[src/rtl/spi_sample_receiver_if.sv]
// SPI pin bundle plus the committed-sample outputs of spi_sample_receiver.
// The master side drives the SPI pins and the receiver drives the sample fields.
interface spi_sample_receiver_if #(
    parameter int unsigned FREQ_WIDTH = 14,
    parameter int unsigned AMP_WIDTH  = 8
);
    logic                  input_SPI_SCLK;
    logic                  input_SPI_CS_n;
    logic                  input_SPI_SDO;
    logic [FREQ_WIDTH-1:0] outputFrequencySample;
    logic [AMP_WIDTH-1:0]  outputAmplitudeSample;
    logic                  outputSampleValid;
    logic                  outputFrameError;
    logic [15:0]           outputFrameCount;
    logic                  inputLight;

    modport master (
        output input_SPI_SCLK, input_SPI_CS_n, input_SPI_SDO,
        input  outputFrequencySample, outputAmplitudeSample, outputSampleValid,
        input  outputFrameError, outputFrameCount, inputLight
    );

    modport slave (
        input  input_SPI_SCLK, input_SPI_CS_n, input_SPI_SDO,
        output outputFrequencySample, outputAmplitudeSample, outputSampleValid,
        output outputFrameError, outputFrameCount, inputLight
    );
endinterface

[src/rtl/spi_sample_receiver.sv]
// Synchronous SPI slave receiving one MSB-first frame per CS_n low period and
// committing its frequency/amplitude fields atomically, rejecting malformed frames.
module spi_sample_receiver #(
    parameter int unsigned FREQ_WIDTH  = 14,
    parameter int unsigned AMP_WIDTH   = 8,
    parameter int unsigned SYNC_STAGES = 2,
    parameter int unsigned SAMPLE_EDGE = 0
) (
    input  logic                  CLK_50Mhz,
    input  logic                  reset_n,
    spi_sample_receiver_if.slave  spi
);

    localparam int unsigned W     = FREQ_WIDTH + AMP_WIDTH;
    localparam int unsigned CNT_W = $clog2(W + 2);
    localparam logic [CNT_W-1:0] CNT_FULL = CNT_W'(W);
    localparam logic [CNT_W-1:0] CNT_MAX  = CNT_W'(W + 1);

    typedef enum logic [0:0] {
        IDLE  = 1'b0,
        SHIFT = 1'b1
    } state_t;

    logic [SYNC_STAGES-1:0] cs_sync_q, sclk_sync_q, sdo_sync_q;
    logic                   cs_hist_q, sclk_hist_q;
    logic [SYNC_STAGES:0]   prime_q;

    logic cs_now_c, sclk_now_c, sdo_now_c, primed_c;
    logic cs_fall_c, cs_rise_c, sclk_edge_c;
    logic cs_fall_q, cs_rise_q, sclk_edge_q, sdo_q;

    state_t                state_q, state_d;
    logic [W-1:0]          shift_q, shift_d;
    logic [CNT_W-1:0]      cnt_q, cnt_d;
    logic [FREQ_WIDTH-1:0] freq_q, freq_d;
    logic [AMP_WIDTH-1:0]  amp_q, amp_d;
    logic [15:0]           count_q, count_d;
    logic                  valid_q, valid_d;
    logic                  error_q, error_d;
    logic                  light_q, light_d;

    // Pin synchronisers, history flops and a startup mask so that CS_n already
    // low at reset release is never mistaken for a falling edge.
    always_ff @(posedge CLK_50Mhz or negedge reset_n) begin
        if (!reset_n) begin
            cs_sync_q   <= '1;
            sclk_sync_q <= '0;
            sdo_sync_q  <= '0;
            cs_hist_q   <= 1'b1;
            sclk_hist_q <= 1'b0;
            prime_q     <= '0;
        end else begin
            cs_sync_q   <= {cs_sync_q[SYNC_STAGES-2:0], spi.input_SPI_CS_n};
            sclk_sync_q <= {sclk_sync_q[SYNC_STAGES-2:0], spi.input_SPI_SCLK};
            sdo_sync_q  <= {sdo_sync_q[SYNC_STAGES-2:0], spi.input_SPI_SDO};
            cs_hist_q   <= cs_sync_q[SYNC_STAGES-1];
            sclk_hist_q <= sclk_sync_q[SYNC_STAGES-1];
            prime_q     <= {prime_q[SYNC_STAGES-1:0], 1'b1};
        end
    end

    always_comb begin
        cs_now_c    = cs_sync_q[SYNC_STAGES-1];
        sclk_now_c  = sclk_sync_q[SYNC_STAGES-1];
        sdo_now_c   = sdo_sync_q[SYNC_STAGES-1];
        primed_c    = prime_q[SYNC_STAGES];
        cs_fall_c   = primed_c & cs_hist_q & ~cs_now_c;
        cs_rise_c   = primed_c & ~cs_hist_q & cs_now_c;
        sclk_edge_c = primed_c & ((SAMPLE_EDGE == 0) ? (~sclk_hist_q & sclk_now_c)
                                                     : (sclk_hist_q & ~sclk_now_c));
    end

    // Registered edge events; SDO is registered alongside so it stays aligned.
    always_ff @(posedge CLK_50Mhz or negedge reset_n) begin
        if (!reset_n) begin
            cs_fall_q   <= 1'b0;
            cs_rise_q   <= 1'b0;
            sclk_edge_q <= 1'b0;
            sdo_q       <= 1'b0;
        end else begin
            cs_fall_q   <= cs_fall_c;
            cs_rise_q   <= cs_rise_c;
            sclk_edge_q <= sclk_edge_c;
            sdo_q       <= sdo_now_c;
        end
    end

    always_ff @(posedge CLK_50Mhz or negedge reset_n) begin
        if (!reset_n) begin
            state_q <= IDLE;
            shift_q <= '0;
            cnt_q   <= '0;
            freq_q  <= '0;
            amp_q   <= '0;
            count_q <= '0;
            valid_q <= 1'b0;
            error_q <= 1'b0;
            light_q <= 1'b0;
        end else begin
            state_q <= state_d;
            shift_q <= shift_d;
            cnt_q   <= cnt_d;
            freq_q  <= freq_d;
            amp_q   <= amp_d;
            count_q <= count_d;
            valid_q <= valid_d;
            error_q <= error_d;
            light_q <= light_d;
        end
    end

    // Frame FSM; cs_rise takes priority over a coincident SCLK edge.
    always_comb begin
        state_d = state_q;
        shift_d = shift_q;
        cnt_d   = cnt_q;
        freq_d  = freq_q;
        amp_d   = amp_q;
        count_d = count_q;
        valid_d = 1'b0;
        error_d = 1'b0;
        case (state_q)
            IDLE: begin
                if (cs_fall_q) begin
                    state_d = SHIFT;
                    cnt_d   = '0;
                    shift_d = '0;
                end
            end
            SHIFT: begin
                if (cs_rise_q) begin
                    state_d = IDLE;
                    cnt_d   = '0;
                    if (cnt_q == CNT_FULL) begin
                        freq_d  = shift_q[W-1:AMP_WIDTH];
                        amp_d   = shift_q[AMP_WIDTH-1:0];
                        valid_d = 1'b1;
                        count_d = count_q + 16'd1;
                    end else begin
                        error_d = 1'b1;
                    end
                end else if (sclk_edge_q) begin
                    shift_d = {shift_q[W-2:0], sdo_q};
                    if (cnt_q != CNT_MAX) begin
                        cnt_d = cnt_q + CNT_W'(1);
                    end
                end
            end
            default: state_d = IDLE;
        endcase
        light_d = (state_d != IDLE);
    end

    assign spi.outputFrequencySample = freq_q;
    assign spi.outputAmplitudeSample = amp_q;
    assign spi.outputSampleValid     = valid_q;
    assign spi.outputFrameError      = error_q;
    assign spi.outputFrameCount      = count_q;
    assign spi.inputLight            = light_q;

endmodule
[src/flat_wrapper.sv]
// flat-port wrapper written by rule: the top's interface ports become plain ports
module spi_sample_receiver_flat 
#(
    parameter int unsigned FREQ_WIDTH  = 14,
    parameter int unsigned AMP_WIDTH   = 8,
    parameter int unsigned SYNC_STAGES = 2,
    parameter int unsigned SAMPLE_EDGE = 0
)
  (CLK_50Mhz, reset_n, spi_input_SPI_SCLK, spi_input_SPI_CS_n, spi_input_SPI_SDO, spi_outputFrequencySample, spi_outputAmplitudeSample, spi_outputSampleValid, spi_outputFrameError, spi_outputFrameCount, spi_inputLight);
  spi_sample_receiver_if #(.FREQ_WIDTH(FREQ_WIDTH), .AMP_WIDTH(AMP_WIDTH)) spi_i ();
  input  logic CLK_50Mhz;
  input  logic reset_n;
  input wire logic [$bits(spi_i.input_SPI_SCLK)-1:0] spi_input_SPI_SCLK;
  input wire logic [$bits(spi_i.input_SPI_CS_n)-1:0] spi_input_SPI_CS_n;
  input wire logic [$bits(spi_i.input_SPI_SDO)-1:0] spi_input_SPI_SDO;
  output wire logic [$bits(spi_i.outputFrequencySample)-1:0] spi_outputFrequencySample;
  output wire logic [$bits(spi_i.outputAmplitudeSample)-1:0] spi_outputAmplitudeSample;
  output wire logic [$bits(spi_i.outputSampleValid)-1:0] spi_outputSampleValid;
  output wire logic [$bits(spi_i.outputFrameError)-1:0] spi_outputFrameError;
  output wire logic [$bits(spi_i.outputFrameCount)-1:0] spi_outputFrameCount;
  output wire logic [$bits(spi_i.inputLight)-1:0] spi_inputLight;
  assign spi_i.input_SPI_SCLK = spi_input_SPI_SCLK;
  assign spi_i.input_SPI_CS_n = spi_input_SPI_CS_n;
  assign spi_i.input_SPI_SDO = spi_input_SPI_SDO;
  assign spi_outputFrequencySample = spi_i.outputFrequencySample;
  assign spi_outputAmplitudeSample = spi_i.outputAmplitudeSample;
  assign spi_outputSampleValid = spi_i.outputSampleValid;
  assign spi_outputFrameError = spi_i.outputFrameError;
  assign spi_outputFrameCount = spi_i.outputFrameCount;
  assign spi_inputLight = spi_i.inputLight;
  spi_sample_receiver #(.FREQ_WIDTH(FREQ_WIDTH), .AMP_WIDTH(AMP_WIDTH), .SYNC_STAGES(SYNC_STAGES), .SAMPLE_EDGE(SAMPLE_EDGE)) u_core (.CLK_50Mhz(CLK_50Mhz), .reset_n(reset_n), .spi(spi_i));
endmodule
[config.mk]
export PLATFORM = sky130hd
export DESIGN_NAME = spi_sample_receiver_flat
export DESIGN_NICKNAME = d
export VERILOG_FILES = /design/src/rtl/spi_sample_receiver_if.sv /design/src/rtl/spi_sample_receiver.sv /design/src/flat_wrapper.sv
export SDC_FILE = /design/constraint.sdc
export NUM_CORES = 1
export LEC_CHECK = 0
export ABC_CLOCK_PERIOD_IN_PS = 2260
export CAP_MARGIN = 25
export CORE_ASPECT_RATIO = 1.4
export CORE_UTILIZATION = 53
export CTS_CLUSTER_SIZE = 28
export DETAILED_ROUTE_END_ITERATION = 10
export GPL_TIMING_DRIVEN = 0
export PLACE_DENSITY = 0.8
export SETUP_SLACK_MARGIN = 0.05
export SYNTH_ARGS = -nofsm -noshare
export SYNTH_HDL_FRONTEND = slang
export SYNTH_SLANG_ARGS = --single-unit
[constraint.sdc]
create_clock -name CLK_50Mhz -period 2.26 [get_ports CLK_50Mhz]
set_input_delay 0.452 -clock CLK_50Mhz [delete_from_list [all_inputs] [get_ports CLK_50Mhz]]
set_output_delay 0.452 -clock CLK_50Mhz [all_outputs]
set_load 0.005 [all_outputs]
### Word-level counts from Yosys, hierarchy flattened

Index checks and enable logic that the tools add are counted.
W data, S select, Z words.

| word-level totals | value |
|---|---|
| bits in registers | 83 |
| bits in latches | 0 |
| RAM bits | 0 |
| ROM bits | 0 |
| input port bits | 5 |
| output and inout bits | 41 |
| logic and storage cells | 58 |
| memories kept | 0 |

| cells by class | value |
|---|---|
| $add $sub $neg | 2 |
| multiply operators | 0 |
| div/mod/pow operators | 0 |
| order comparisons | 0 |
| eq/ne operators | 7 |
| shift-type cells | 0 |
| muxes and demuxes | 18 |
| bitwise gates (word level) | 10 |
| reductions and logical operators | 3 |

Operator list:

| kind | count |
|---|---|
| $mux W22 | 3 |
| $pmux W22 S2 | 1 |
| $mux W5 | 4 |
| $add A16 B1 Y16 const B | 1 |
| $pmux W5 S2 | 1 |
| $reduce_and A3 Y1 | 3 |
| $mux W1 | 8 |
| $and A1 B1 Y1 | 6 |
| $add A5 B1 Y5 const B | 1 |
| $eq A5 B5 Y1 const B | 1 |
| $ne A5 B5 Y1 const B | 1 |
| $ne A2 B1 Y1 const B | 2 |
| $not A1 Y1 | 4 |
| $ne A3 B1 Y1 const B | 1 |
| $ne A3 B2 Y1 const B | 1 |
| $ne A2 B2 Y1 const B | 1 |
| $pmux W1 S2 | 1 |

### Logic depth before layout (Yosys ltp)

Gate-level depths: netlist of run 1.

| depth | value |
|---|---|
| depth after elaboration | 5 |
| depth in mapped cells | 7 |
| mapped depth without buffers | 6 |

### Worst setup path before layout of run 1

No wires, ideal clock.

| timing path | value |
|---|---|
| path kind | flip-flop to flip-flop |
| start | reg u_core.cnt_q[0] |
| end | reg u_core.count_q[12], in the netlist u_core.spi.outputFrameCount[12] |
| setup time | 0.124 ns |
| arrival time | 1.701 ns |
| path slack | 0.435 ns |
| stages on the path, launching flop included | 8 |
| path buffers | 1 |
| clock period less this slack | 1.825 ns |
| cell sequence | dfrtp_1 > inv_1 > ha_1 > nand3_1 > or3_1 > buf_2 > or3_4 > xnor2_2 |

| on the way | value |
|---|---|
| cells in the longest elaborated chain, start to end | 2 |

Ends and longest elaborated chain:

| element | line | text |
|---|---|---|
| start: declaration | spi_sample_receiver.sv:34 | `logic [CNT_W-1:0] cnt_q, cnt_d;` |
| start signal: assignment | spi_sample_receiver.sv:102 | `cnt_q <= cnt_d;` |
| $eq A5 B5 Y1 | spi_sample_receiver.sv:134 | `if (cnt_q == CNT_FULL) begin` |
| $reduce_and A3 Y1 (no line) | - |  |
| end signal: assignment | spi_sample_receiver.sv:105 | `count_q <= count_d;` |
| end: declaration | spi_sample_receiver.sv:37 | `logic [15:0] count_q, count_d;` |

Every way passes these cells.
A chain may end at the register's enable or synchronous reset.

### Final worst setup path of run 1

| timing path | value |
|---|---|
| start | reg u_core.cnt_q[0] |
| end | reg u_core.freq_q[9], in the netlist u_core.spi.outputFrequencySample[9] |

| on the way | value |
|---|---|
| cells in the longest elaborated chain, start to end | 2 |

Ends and longest elaborated chain:

| element | line | text |
|---|---|---|
| $eq A5 B5 Y1 | spi_sample_receiver.sv:134 |  |
| $reduce_and A3 Y1 (no line) | - |  |
| end signal: assignment | spi_sample_receiver.sv:103 | `freq_q <= freq_d;` |
| end: declaration | spi_sample_receiver.sv:35 | `logic [FREQ_WIDTH-1:0] freq_q, freq_d;` |

Every way passes these cells.

==> run_summary.xml, run 1 <==
<?xml version="1.0" encoding="UTF-8"?>
<metrics>
  <group name="floorplan">
    <metric name="die_h" unit="um">94.2</metric>
    <metric name="fp.coreArea" unit="um^2">5860</metric>
    <metric name="die-area" unit="um^2">6400</metric>
    <metric name="boundaryPins" unit="">46</metric>
    <metric name="die_width" unit="um">67.9</metric>
    <metric name="start_util" unit="%">54.9</metric>
    <metric name="fp-row-count" unit="">33</metric>
  </group>
  <group name="power_and_ir_drop">
    <metric name="p_seq_share" unit="%">53.5</metric>
    <metric name="internal_power" unit="mW">2.21</metric>
    <metric name="vdd_ir_drop_max" unit="uV">471</metric>
    <metric name="cell_area_power_density" unit="nW/um^2">726</metric>
    <metric name="net-switching-power" unit="mW">0.696</metric>
    <metric name="combinationalPowerShare" unit="%">7.8</metric>
    <metric name="total_leakage_power" unit="nW">1.84</metric>
    <metric name="clock_power_share" unit="%">38.7</metric>
    <metric name="switching_share" unit="%">23.9</metric>
  </group>
  <group name="timing">
    <metric name="timing.final.setup_violations" unit="">0</metric>
    <metric name="period_minus_slack" unit="ns">2.08</metric>
    <metric name="worst_pin_slew" unit="ns">0.545</metric>
    <metric name="skew" unit="ns">0.0122</metric>
    <metric name="hold_violations" unit="">0</metric>
    <metric name="max_slew_margin_vs_limit" unit="%">63.4</metric>
    <metric name="final-max-slew-violation-count" unit="">0</metric>
    <metric name="grt_setup_unrepaired" unit="">yes</metric>
    <metric name="period_share" unit="%">92.2</metric>
    <metric name="max_freq" unit="GHz">0.480</metric>
  </group>
  <group name="grt">
    <metric name="wire_length_of_the_first_global_routing_pass" unit="mm">9.46</metric>
    <metric name="grt_start_max_net_pins" unit="">71</metric>
    <metric name="grt_use_total" unit="%">20.3</metric>
    <metric name="grt_pass1_vias" unit="">2074</metric>
    <metric name="overflow" unit="">0</metric>
    <metric name="grt_antenna_before_repair" unit="">0</metric>
  </group>
  <group name="place">
    <metric name="post-dp-hpwl" unit="mm">3.87</metric>
    <metric name="post_dp_cell_area" unit="um^2">3780</metric>
    <metric name="gp_congestion" unit="">0.736</metric>
    <metric name="port_buffers" unit="">45</metric>
  </group>
  <group name="clock_tree">
    <metric name="max-clock-path-buffers" unit="">2</metric>
    <metric name="cts.sinks" unit="">83</metric>
    <metric name="h-tree-depth" unit="">3</metric>
    <metric name="cts_buffers" unit="">9</metric>
    <metric name="clkTransAtPathRegs" unit="ns">0.09</metric>
    <metric name="clk_latency" unit="ns">0.35</metric>
    <metric name="postCtsSetupRepairBufs" unit="">0</metric>
    <metric name="tritoncts" unit="">built</metric>
    <metric name="ctsRootBufferMaster" unit="">sky130_fd_sc_hd__clkbuf_8</metric>
  </group>
  <group name="min_path">
    <metric name="timing.hold.worst_path_depth" unit="">0</metric>
    <metric name="worstHoldEndpoint" unit="">u_core.sdo_sync_q[1]</metric>
    <metric name="hold_path.startpoint" unit="">u_core.sdo_sync_q[0]</metric>
    <metric name="hp-class" unit="">reg -&gt; reg</metric>
  </group>
  <group name="synthesis">
    <metric name="synth_fp_nets" unit="">275</metric>
    <metric name="synth_edf_count" unit="">0</metric>
    <metric name="post_syn_instances" unit="">267</metric>
    <metric name="seq_area_frac_synth" unit="%">64.6</metric>
    <metric name="yosysUniqueCellTypes" unit="">34</metric>
    <metric name="async_reset_ff_share" unit="%">100</metric>
    <metric name="yosys_warnings" unit="">0</metric>
    <metric name="dominantRegCellSynth" unit="">sky130_fd_sc_hd__dfrtp_1</metric>
    <metric name="yosys_register_bits" unit="">83</metric>
    <metric name="syn_area" unit="um^2">3220</metric>
    <metric name="synth_area_per_cell" unit="um^2">12.1</metric>
  </group>
  <group name="final_layout">
    <metric name="final_cell_mix" unit="">80 x sky130_fd_sc_hd__dfrtp_1, 54 x sky130_fd_sc_hd__nand2_1, 44 x sky130_fd_sc_hd__clkdlybuf4s50_1, 26 x sky130_fd_sc_hd__o21ai_0, 23 x sky130_fd_sc_hd__mux2_2</metric>
    <metric name="fill_cells" unit="">417</metric>
    <metric name="area.growth.synth_to_final" unit="%">24.5</metric>
    <metric name="design.final.nets" unit="">333</metric>
    <metric name="utilization" unit="%">68.4</metric>
    <metric name="insertedDiodeCount" unit="">0</metric>
    <metric name="layout.cell_area.non_filler" unit="um^2">4010</metric>
    <metric name="final_common_cell" unit="">sky130_fd_sc_hd__dfrtp_1</metric>
    <metric name="drive_above_1_share" unit="%">15.2</metric>
  </group>
  <group name="outcome">
    <metric name="run_status" unit="">complete, no violations</metric>
  </group>
  <group name="setup_path">
    <metric name="critPathLaunchType" unit="">flop</metric>
    <metric name="setup.worst_path.class" unit="">reg -&gt; reg</metric>
    <metric name="setup.worst_path.end_class" unit="">flop</metric>
    <metric name="worstReg2RegStart" unit="">u_core.cnt_q[0]</metric>
    <metric name="reg2reg_to" unit="">u_core.spi.outputFrequencySample[9]</metric>
    <metric name="worstRegToRegCells" unit="">6</metric>
    <metric name="cp_data_required_time" unit="ns">2.50</metric>
    <metric name="largest_fanout_on_the_critical_path" unit="">10</metric>
    <metric name="timing.critical_path.arrival" unit="ns">2.32</metric>
    <metric name="rrSetupSlack" unit="ns">0.18</metric>
  </group>
  <group name="routing">
    <metric name="post_drt_wl_per_cell" unit="um">14.2</metric>
    <metric name="ant_nets" unit="">0</metric>
    <metric name="post_route_drc_violation_count" unit="">0</metric>
    <metric name="detailroute.via_count" unit="">2159</metric>
    <metric name="drt_first_iter_violations" unit="">77</metric>
    <metric name="drt_first_pass_iters" unit="">4</metric>
    <metric name="drt-vias-per-instance" unit="">5.40</metric>
    <metric name="drt_wl_total" unit="mm">5.66</metric>
  </group>
  <group name="run">
    <metric name="max_cap_viol_count" unit="">0</metric>
  </group>
</metrics>
-- registers in the layout (all words and copies together) (netlist names) --
name	count
u_core.sdo_q	1
u_core.cs_sync_q	2
u_core.sclk_edge_q	1
u_core.shift_q	22
u_core.spi.outputFrequencySample	14
u_core.spi.outputFrameCount	16
u_core.spi.outputFrameError	1
u_core.state_q	1
u_core.sclk_sync_q	2
u_core.sdo_sync_q	2
u_core.spi.outputAmplitudeSample	8
u_core.sclk_hist_q	1
u_core.cs_rise_q	1
u_core.cs_hist_q	1
u_core.cs_fall_q	1
u_core.cnt_q	5
u_core.spi.outputSampleValid	1
u_core.prime_q	3
-- repair_timing --
item,4_1_cts,5_1_grt
setup endpoints to repair,0,1
hold endpoints to repair,13,0
hold buffers,1,0
resized for setup,0,1
-- kinds of logic (layout without fill, tap and decap cells) --
kind of cell    after synthesis  in the layout  synth area share [%]
simple gates                 89             89                  13.3
other cells                   1              1                 0.116
xor+xnor                     16             16                  4.58
fa+ha+maj                     3              3                  1.17
flops                        83             83                  64.6
mux                          23             23                  8.04
compound gates               36             36                  6.14
buf+inv                      16             79                  2.02
-- metal layers --
metal  GRT usage, %  wire [um]  vias up  share of wire [%]
li1               -          -     1014                  -
met1           25.2       2440     1086                 43
met2           32.9       2920       49                 52
met3           5.22        204       10                3.6
met4           8.85        102        0                1.8
met5              0          0        -                  0
-- cells in the mapped netlist, types with 2 or more instances --
cell type	instances	area (um^2)
sky130_fd_sc_hd__a22o_1	2	17.5
sky130_fd_sc_hd__ha_1	3	37.5
sky130_fd_sc_hd__and4_1	3	26.3
sky130_fd_sc_hd__nand4_1	6	37.5
sky130_fd_sc_hd__nor3_1	4	20.0
sky130_fd_sc_hd__nor2_1	5	18.8
sky130_fd_sc_hd__xor2_1	6	52.6
sky130_fd_sc_hd__o21ai_0	26	130
sky130_fd_sc_hd__nor2b_1	2	12.5
sky130_fd_sc_hd__buf_2	4	20.0
sky130_fd_sc_hd__xnor2_1	9	78.8
sky130_fd_sc_hd__mux2_2	23	259
sky130_fd_sc_hd__o22ai_1	2	12.5
sky130_fd_sc_hd__dfstp_2	3	78.8
sky130_fd_sc_hd__nand3_1	6	30.0
sky130_fd_sc_hd__dfrtp_1	80	2000
sky130_fd_sc_hd__and3b_1	2	17.5
sky130_fd_sc_hd__nand2_1	54	203
sky130_fd_sc_hd__clkbuf_1	5	18.8
sky130_fd_sc_hd__inv_1	6	22.5
sky130_fd_sc_hd__a21oi_1	3	15.0
-- through the flow --
stage,cells,hold slack (ns),setup WS (ns),power [mW],setup TNS (ns)
floorplan,267,0.156,0.435,1.71,0
global route,400,0.355,0.0364,3.03,0
CTS,400,0.354,0.173,2.94,0
detailed placement,383,0.323,0.175,1.81,0
finish,400,0.352,0.176,2.91,0
global placement,382,0.333,-2.10,1.80,-170.75
-- worst max-delay path, cell delays in order, from the launching register on --
cell and delay, ns:
sky130_fd_sc_hd__dfrtp_1 0.43, sky130_fd_sc_hd__inv_1 0.08, sky130_fd_sc_hd__ha_1 0.16, sky130_fd_sc_hd__nand3_1 0.16, sky130_fd_sc_hd__nor2_2 0.40, sky130_fd_sc_hd__buf_2 0.36
sky130_fd_sc_hd__mux2_2 0.37
-- power groups by stage --
stage | sequential [mW] | combinational, mW | clock (mW)
final | 1.56 | 0.227 | 1.13
after global routing | 1.56 | 0.256 | 1.21
after CTS | 1.56 | 0.229 | 1.15
after detailed placement | 1.59 | 0.228 | 0
after global placement | 1.58 | 0.217 | 0
after floorplan | 1.58 | 0.132 | 0
-- cell type report --
| cell class | count | area [um^2] | share of cell area, % |
|---|---|---|---|
| clock inverters | 4 | 75.1 | 1.87 |
| flip-flops and latches | 83 | 2080 | 51.9 |
| multi-input cells | 168 | 1080 | 27.0 |
| repair buffers | 47 | 485 | 12.1 |
| plain buffers | 10 | 42.5 | 1.06 |
| clock buffers | 12 | 135 | 3.37 |
| well taps | 70 | 87.6 | 2.18 |
| inverters | 6 | 22.5 | 0.562 |
-- how the worst max path moves through the flow --
stage | depth (start not counted) | endpoint | startpoint
detailed placement | 6 | u_core.spi.outputFrequencySample[9] | u_core.cnt_q[0]
global placement | 1 | u_core.sdo_sync_q[0] | reset_n
global route | 6 | u_core.spi.outputAmplitudeSample[0] | u_core.cnt_q[0]
finish | 6 | u_core.spi.outputFrequencySample[9] | u_core.cnt_q[0]
CTS | 6 | u_core.spi.outputFrequencySample[9] | u_core.cnt_q[0]
floorplan | 7 | u_core.spi.outputFrameCount[12] | u_core.cnt_q[0]
Power figures use the tool's default switching activity.
==> run 2: changes to the inputs <==
--- a/config.mk
+++ b/config.mk
@@ -5,14 +5,14 @@
 export SDC_FILE = /design/constraint.sdc
 export NUM_CORES = 1
 export LEC_CHECK = 0
-export ABC_CLOCK_PERIOD_IN_PS = 2260
+export ABC_CLOCK_PERIOD_IN_PS = 2400
 export CAP_MARGIN = 25
 export CORE_ASPECT_RATIO = 1.4
-export CORE_UTILIZATION = 53
+export CORE_UTILIZATION = 58
 export CTS_CLUSTER_SIZE = 28
 export DETAILED_ROUTE_END_ITERATION = 10
 export GPL_TIMING_DRIVEN = 0
-export PLACE_DENSITY = 0.8
+export PLACE_DENSITY = 0.86
 export SETUP_SLACK_MARGIN = 0.05
 export SYNTH_ARGS = -nofsm -noshare
 export SYNTH_HDL_FRONTEND = slang
==> constraint.sdc (replaced) <==
create_clock -name CLK_50Mhz -period 2.4 [get_ports CLK_50Mhz]
set_input_delay 0.48 -clock CLK_50Mhz [delete_from_list [all_inputs] [get_ports CLK_50Mhz]]
set_output_delay 0.48 -clock CLK_50Mhz [all_outputs]
set_load 0.005 [all_outputs]
==> run 2 against run 1 <==
Effect of this change: non-clock buffer count fell by 1; via count up 1.7%; routed wire length up 5.8%; utilization is 7.9 points higher; combinational power down 6%; cell area up 0.31%; clock power grew 6%; setup slack improved by 0.078 ns.
==> run_summary.xml, run 2 (synthesis gave the netlist of run 1 again) <==
<?xml version="1.0" encoding="UTF-8"?>
<metrics>
  <group name="grt">
    <metric name="grt_start_max_net_pins" unit="">49</metric>
    <metric name="grt_pass1_vias" unit="">2255</metric>
    <metric name="grt_antenna_before_repair" unit="">0</metric>
    <metric name="overflow" unit="">0</metric>
    <metric name="grt_use_total" unit="%">24.2</metric>
    <metric name="wire_length_of_the_first_global_routing_pass" unit="mm">10.7</metric>
  </group>
  <group name="final_layout">
    <metric name="largest_register_ff_count" unit="">22</metric>
    <metric name="utilization" unit="%">76.3</metric>
    <metric name="drive_above_1_share" unit="%">15.2</metric>
    <metric name="final_cell_mix" unit="">80 x sky130_fd_sc_hd__dfrtp_1, 54 x sky130_fd_sc_hd__nand2_1, 44 x sky130_fd_sc_hd__clkdlybuf4s50_1, 26 x sky130_fd_sc_hd__o21ai_0, 23 x sky130_fd_sc_hd__mux2_2</metric>
    <metric name="insertedDiodeCount" unit="">0</metric>
    <metric name="final_common_cell" unit="">sky130_fd_sc_hd__dfrtp_1</metric>
    <metric name="largest_register" unit="">u_core.shift_q</metric>
    <metric name="area.growth.synth_to_final" unit="%">24.9</metric>
    <metric name="design.final.nets" unit="">332</metric>
  </group>
  <group name="floorplan">
    <metric name="fp.coreArea" unit="um^2">5280</metric>
    <metric name="start_util" unit="%">61.1</metric>
    <metric name="fp-row-count" unit="">31</metric>
    <metric name="die_h" unit="um">90.2</metric>
    <metric name="die-area" unit="um^2">5860</metric>
    <metric name="die_width" unit="um">65.0</metric>
    <metric name="boundaryPins" unit="">46</metric>
  </group>
  <group name="timing">
    <metric name="max_slew_margin_vs_limit" unit="%">38.7</metric>
    <metric name="finalWorstSetupSlack" unit="ns">0.254</metric>
    <metric name="hold_violations" unit="">0</metric>
    <metric name="worst_pin_slew" unit="ns">0.912</metric>
    <metric name="max_freq" unit="GHz">0.466</metric>
    <metric name="skew" unit="ns">0.0141</metric>
    <metric name="fin_tns_setup" unit="ns">0</metric>
    <metric name="period_share" unit="%">89.4</metric>
    <metric name="final-max-slew-violation-count" unit="">0</metric>
    <metric name="timing.final.setup_violations" unit="">0</metric>
    <metric name="grt_setup_unrepaired" unit="">no</metric>
    <metric name="worst_hold_check_slack" unit="ns">0.0886</metric>
    <metric name="period_minus_slack" unit="ns">2.15</metric>
  </group>
  <group name="routing">
    <metric name="post_drt_wl_per_cell" unit="um">15.2</metric>
    <metric name="drt-vias-per-instance" unit="">5.56</metric>
    <metric name="drt_first_pass_iters" unit="">6</metric>
    <metric name="drt_wl_total" unit="mm">5.99</metric>
    <metric name="detailroute.via_count" unit="">2196</metric>
    <metric name="ant_nets" unit="">0</metric>
    <metric name="drt_first_iter_violations" unit="">96</metric>
    <metric name="post_route_drc_violation_count" unit="">0</metric>
  </group>
  <group name="setup_path">
    <metric name="timing.critical_path.arrival" unit="ns">2.38</metric>
    <metric name="cp_cell_sequence" unit="">inv_1 -&gt; ha_1 -&gt; nand3_1 -&gt; nor4_1 -&gt; nand4_1 -&gt; xnor2_1</metric>
    <metric name="critPathLaunchType" unit="">flop</metric>
    <metric name="worstReg2RegStart" unit="">u_core.cnt_q[0]</metric>
    <metric name="critical_path.max_stage_delay" unit="ns">0.82</metric>
    <metric name="largest_fanout_on_the_critical_path" unit="">5</metric>
    <metric name="crit_slowest_cell" unit="">sky130_fd_sc_hd__nor4_1</metric>
    <metric name="setup.worst_path.class" unit="">reg -&gt; reg</metric>
    <metric name="setup.worst_path.end_class" unit="">flop</metric>
    <metric name="critPathLaunch" unit="">u_core.cnt_q[0]</metric>
    <metric name="cp_data_required_time" unit="ns">2.64</metric>
  </group>
  <group name="clock_tree">
    <metric name="h-tree-depth" unit="">3</metric>
    <metric name="clk_latency" unit="ns">0.35</metric>
    <metric name="cts_buffers" unit="">9</metric>
    <metric name="ctsRootBufferMaster" unit="">sky130_fd_sc_hd__clkbuf_8</metric>
    <metric name="tritoncts" unit="">built</metric>
    <metric name="max-clock-path-buffers" unit="">2</metric>
    <metric name="cts-resized-gates" unit="">0</metric>
    <metric name="cts.sinks" unit="">83</metric>
    <metric name="clkTransAtPathRegs" unit="ns">0.08</metric>
    <metric name="postCtsSetupRepairBufs" unit="">0</metric>
    <metric name="cts.hold.buffers_added" unit="">0</metric>
  </group>
  <group name="power_and_ir_drop">
    <metric name="switching_share" unit="%">22.8</metric>
    <metric name="total_power" unit="mW">2.88</metric>
    <metric name="clock_power_share" unit="%">41.6</metric>
    <metric name="total_leakage_power" unit="nW">1.86</metric>
    <metric name="p_seq_share" unit="%">51.0</metric>
    <metric name="internal_power" unit="mW">2.22</metric>
    <metric name="cell_area_power_density" unit="nW/um^2">715</metric>
    <metric name="net-switching-power" unit="mW">0.656</metric>
    <metric name="combinationalPowerShare" unit="%">7.4</metric>
    <metric name="vdd_ir_drop_max" unit="uV">497</metric>
  </group>
  <group name="place">
    <metric name="port_buffers" unit="">45</metric>
    <metric name="post-dp-hpwl" unit="mm">4.07</metric>
    <metric name="gp_congestion" unit="">0.763</metric>
    <metric name="post-place-ws" unit="ns">0.252</metric>
  </group>
  <group name="run">
    <metric name="max_cap_viol_count" unit="">0</metric>
  </group>
  <group name="min_path">
    <metric name="hp-class" unit="">in -&gt; async</metric>
  </group>
  <group name="outcome">
    <metric name="run_status" unit="">complete, no violations</metric>
  </group>
</metrics>
run 2: final cells by class:
class	instances	area (um^2)
clock buffers	12	145
repair buffers	46	475
clock inverters	4	98.8
multi-input cells	168	1070
fillers	367	1250
plain buffers	10	42.5
well taps	66	82.6
inverters	6	22.5
flip-flops and latches	83	2080
run 2: power by group through the flow:
stage               logic, mW  clock network, mW  registers, mW
finish                  0.214               1.20           1.47
floorplan               0.124                  0           1.49
detailed placement      0.214                  0           1.49
global route            0.244               1.27           1.47
CTS                     0.216               1.22           1.46
global placement        0.200                  0           1.49
run 2: final timing paths:
kind	end	slack, ns	cells after the start
max	u_core.spi.outputFrameCount[9]	0.25	6
min	u_core.cnt_q[3]	0.09	1
max reg2reg	u_core.spi.outputFrameCount[9]	0.25	6
min reg2reg	u_core.sdo_q	0.35	0
max in group asynchronous	u_core.spi.outputAmplitudeSample[7]	1.73	2
min in group CLK_50Mhz	u_core.sdo_q	0.35	0
run 2: layer usage:
layer  global-route usage (%)  wire length (um)
met3                     5.58               243
met5                        0                 0
met1                     30.2              2420
met4                     11.1               128
met2                     39.5              3200
run 2: worst max-delay path, delay by kind of cell (launching register included):
kind,cells,cell delay (ns)
fa+ha+maj,1,0.17
buf+inv,1,0.08
xor+xnor,1,0.17
flops,1,0.42
simple gates,3,1.20
run 2: through the flow:
stage	cells	cell area, um^2
6_report	395	4020
5_1_grt	395	4020
4_1_cts	395	4020
3_5_place_dp	379	3780
3_3_place_gp	378	3750
2_1_floorplan	267	3220
==> run 3: changes to the inputs <==
--- a/config.mk
+++ b/config.mk
@@ -8,6 +8,7 @@
 export ABC_CLOCK_PERIOD_IN_PS = 2400
 export CAP_MARGIN = 25
 export CORE_ASPECT_RATIO = 1.4
+export CORE_MARGIN = 4
 export CORE_UTILIZATION = 58
 export CTS_CLUSTER_SIZE = 28
 export DETAILED_ROUTE_END_ITERATION = 10
==> run 3 against run 2 <==
Effect of this change: combinational power about the same; non-clock buffer count rose by 1; final cell count increased by 0.25%; via count shrank 2.5%; power up 0.60%; critical endpoint is now u_core.spi.outputFrameCount[15]; largest cell class unchanged; largest power group unchanged.
==> run_summary.xml, run 3 (synthesis gave the netlist of run 1 again) <==
<?xml version="1.0" encoding="UTF-8"?>
<metrics>
  <group name="outcome">
    <metric name="run_status" unit="">complete, no violations</metric>
  </group>
  <group name="floorplan">
    <metric name="die_h" unit="um">96.2</metric>
    <metric name="die_width" unit="um">71.0</metric>
    <metric name="fp-row-count" unit="">31</metric>
    <metric name="start_util" unit="%">61.1</metric>
    <metric name="die-area" unit="um^2">6830</metric>
    <metric name="fp.coreArea" unit="um^2">5280</metric>
    <metric name="boundaryPins" unit="">46</metric>
  </group>
  <group name="routing">
    <metric name="detailroute.via_count" unit="">2141</metric>
    <metric name="drt-vias-per-instance" unit="">5.41</metric>
    <metric name="drt_first_iter_violations" unit="">74</metric>
    <metric name="drt_first_pass_iters" unit="">4</metric>
    <metric name="post_route_drc_violation_count" unit="">0</metric>
    <metric name="ant_nets" unit="">0</metric>
    <metric name="post_drt_wl_per_cell" unit="um">15.6</metric>
    <metric name="drt_wl_total" unit="mm">6.17</metric>
  </group>
  <group name="timing">
    <metric name="max_slew_margin_vs_limit" unit="%">37.5</metric>
    <metric name="skew" unit="ns">0.00977</metric>
    <metric name="max_freq" unit="GHz">0.466</metric>
    <metric name="hold_violations" unit="">0</metric>
    <metric name="period_share" unit="%">89.4</metric>
    <metric name="period_minus_slack" unit="ns">2.15</metric>
    <metric name="timing.final.setup_violations" unit="">0</metric>
    <metric name="worst_pin_slew" unit="ns">0.929</metric>
    <metric name="worst_hold_check_slack" unit="ns">0.352</metric>
    <metric name="grt_setup_unrepaired" unit="">no</metric>
    <metric name="final-max-slew-violation-count" unit="">0</metric>
  </group>
  <group name="clock_tree">
    <metric name="max-clock-path-buffers" unit="">2</metric>
    <metric name="postCtsSetupRepairBufs" unit="">0</metric>
    <metric name="clkTransAtPathRegs" unit="ns">0.09</metric>
    <metric name="cts-resized-gates" unit="">0</metric>
    <metric name="cts.sinks" unit="">83</metric>
    <metric name="cts_buffers" unit="">9</metric>
    <metric name="tritoncts" unit="">built</metric>
    <metric name="h-tree-depth" unit="">3</metric>
    <metric name="clk_latency" unit="ns">0.36</metric>
    <metric name="ctsRootBufferMaster" unit="">sky130_fd_sc_hd__clkbuf_8</metric>
  </group>
  <group name="final_layout">
    <metric name="insertedDiodeCount" unit="">0</metric>
    <metric name="largest_register_ff_count" unit="">22</metric>
    <metric name="drive_above_1_share" unit="%">15.8</metric>
    <metric name="area.growth.synth_to_final" unit="%">25.4</metric>
    <metric name="largest_register" unit="">u_core.shift_q</metric>
    <metric name="utilization" unit="%">76.6</metric>
    <metric name="final_common_cell" unit="">sky130_fd_sc_hd__dfrtp_1</metric>
    <metric name="final_cell_mix" unit="">80 x sky130_fd_sc_hd__dfrtp_1, 54 x sky130_fd_sc_hd__nand2_1, 44 x sky130_fd_sc_hd__clkdlybuf4s50_1, 26 x sky130_fd_sc_hd__o21ai_0, 23 x sky130_fd_sc_hd__mux2_2</metric>
    <metric name="fill_cells" unit="">350</metric>
    <metric name="design.final.nets" unit="">333</metric>
  </group>
  <group name="setup_path">
    <metric name="worstRegToRegCells" unit="">6</metric>
    <metric name="largest_fanout_on_the_critical_path" unit="">5</metric>
    <metric name="worstSetupEndpoint" unit="">u_core.spi.outputFrameCount[15]</metric>
    <metric name="worstReg2RegStart" unit="">u_core.cnt_q[0]</metric>
    <metric name="reg2reg_to" unit="">u_core.spi.outputFrameCount[15]</metric>
    <metric name="crit_slowest_cell" unit="">sky130_fd_sc_hd__nor4_1</metric>
    <metric name="setup.worst_path.end_class" unit="">flop</metric>
    <metric name="timing.critical_path.arrival" unit="ns">2.40</metric>
    <metric name="critPathLaunchType" unit="">flop</metric>
    <metric name="critical_path.max_stage_delay" unit="ns">0.83</metric>
    <metric name="critPathLaunch" unit="">u_core.cnt_q[0]</metric>
    <metric name="cp_data_required_time" unit="ns">2.65</metric>
    <metric name="setup.worst_path.class" unit="">reg -&gt; reg</metric>
    <metric name="rrSetupSlack" unit="ns">0.25</metric>
    <metric name="cp_cell_sequence" unit="">inv_1 -&gt; ha_1 -&gt; nand3_1 -&gt; nor4_1 -&gt; nand4_1 -&gt; xnor2_1</metric>
  </group>
  <group name="grt">
    <metric name="wire_length_of_the_first_global_routing_pass" unit="mm">10.3</metric>
    <metric name="grt_start_max_net_pins" unit="">71</metric>
    <metric name="grt_pass1_vias" unit="">2197</metric>
    <metric name="overflow" unit="">0</metric>
    <metric name="grt_use_total" unit="%">19.7</metric>
    <metric name="grt_antenna_before_repair" unit="">0</metric>
  </group>
  <group name="place">
    <metric name="gp_congestion" unit="">0.787</metric>
    <metric name="port_buffers" unit="">45</metric>
    <metric name="post-dp-hpwl" unit="mm">4.28</metric>
  </group>
  <group name="run">
    <metric name="max_cap_viol_count" unit="">0</metric>
  </group>
  <group name="power_and_ir_drop">
    <metric name="cell_area_power_density" unit="nW/um^2">716</metric>
    <metric name="vdd_ir_drop_max" unit="uV">631</metric>
    <metric name="total_power" unit="mW">2.89</metric>
    <metric name="total_leakage_power" unit="nW">1.87</metric>
  </group>
  <group name="min_path">
    <metric name="hp-class" unit="">reg -&gt; reg</metric>
  </group>
</metrics>
## run 3: changes by cell type in the layout (fill, tap and decap cells not counted)
cell	delta
sky130_fd_sc_hd__clkbuf_1	-2
sky130_fd_sc_hd__dlygate4sd3_1	+1
sky130_fd_sc_hd__clkinv_2	+1
sky130_fd_sc_hd__clkinv_4	+1
## run 3: critical path: cells and delay by family, from the launching register on
family                   cells  cell delay [ns]
adder cells (fa/ha/maj)      1             0.16
buffers and inverters        1             0.07
flip-flops                   1             0.43
AND/OR/NAND/NOR              3             1.21
XOR/XNOR                     1             0.18
## run 3: repair_timing
item | CTS | global route
hold buffers | 1 | 0
hold endpoints to repair | 13 | 0
endpoints found under the setup margin | 0 | 0
## run 3: power breakdown
group / total (mW) / leakage [nW] / internal (mW) / switching, mW
Clock: 1.22 / 0.126 / 0.721 / 0.495
Sequential: 1.46 / 1.12 / 1.44 / 0.0271
Combinational: 0.212 / 0.621 / 0.0602 / 0.152
## run 3: worst min path at each step
stage	startpoint	endpoint	slack, ns	cells past startpoint
2_1_floorplan	reset_n	u_core.cnt_q[0]	0.18	0
3_3_place_gp	u_core.sclk_sync_q[0]	u_core.sclk_sync_q[1]	0.33	0
3_5_place_dp	u_core.sclk_sync_q[0]	u_core.sclk_sync_q[1]	0.34	0
4_1_cts	u_core.sclk_sync_q[0]	u_core.sclk_sync_q[1]	0.35	0
5_1_grt	u_core.prime_q[1]	u_core.prime_q[2]	0.36	0
6_report	u_core.sclk_sync_q[0]	u_core.sclk_sync_q[1]	0.35	0
## run 3: area by class of cell
type	instances	area, um^2	area share [%]
well taps	66	82.6	2.04
repair buffers	47	485	12.0
clock buffers	10	138	3.41
plain buffers	10	42.5	1.05
inverters	6	22.5	0.558
flip-flops and latches	83	2080	51.5
multi-input cells	168	1070	26.6
clock inverters	6	113	2.79
## run 3: per-layer routing
layer | up-vias | global-route usage, % | share of wire, %
met4 | 0 | 8.93 | 2.3
met5 | - | 0 | 0
met1 | 1063 | 22.6 | 42
li1 | 1015 | - | -
met2 | 51 | 34.3 | 52
met3 | 12 | 5.43 | 3.9
## run 3: stage by stage
step / TNS (ns) / worst slack, ns / instance area (um^2) / std cells
global placement: -157.38 / -1.93 / 3750 / 378
global route: 0 / 0.0650 / 4040 / 396
floorplan: 0 / 0.575 / 3220 / 267
finish: 0 / 0.254 / 4040 / 396
detailed placement: 0 / 0.204 / 3780 / 379
CTS: 0 / 0.197 / 4040 / 396
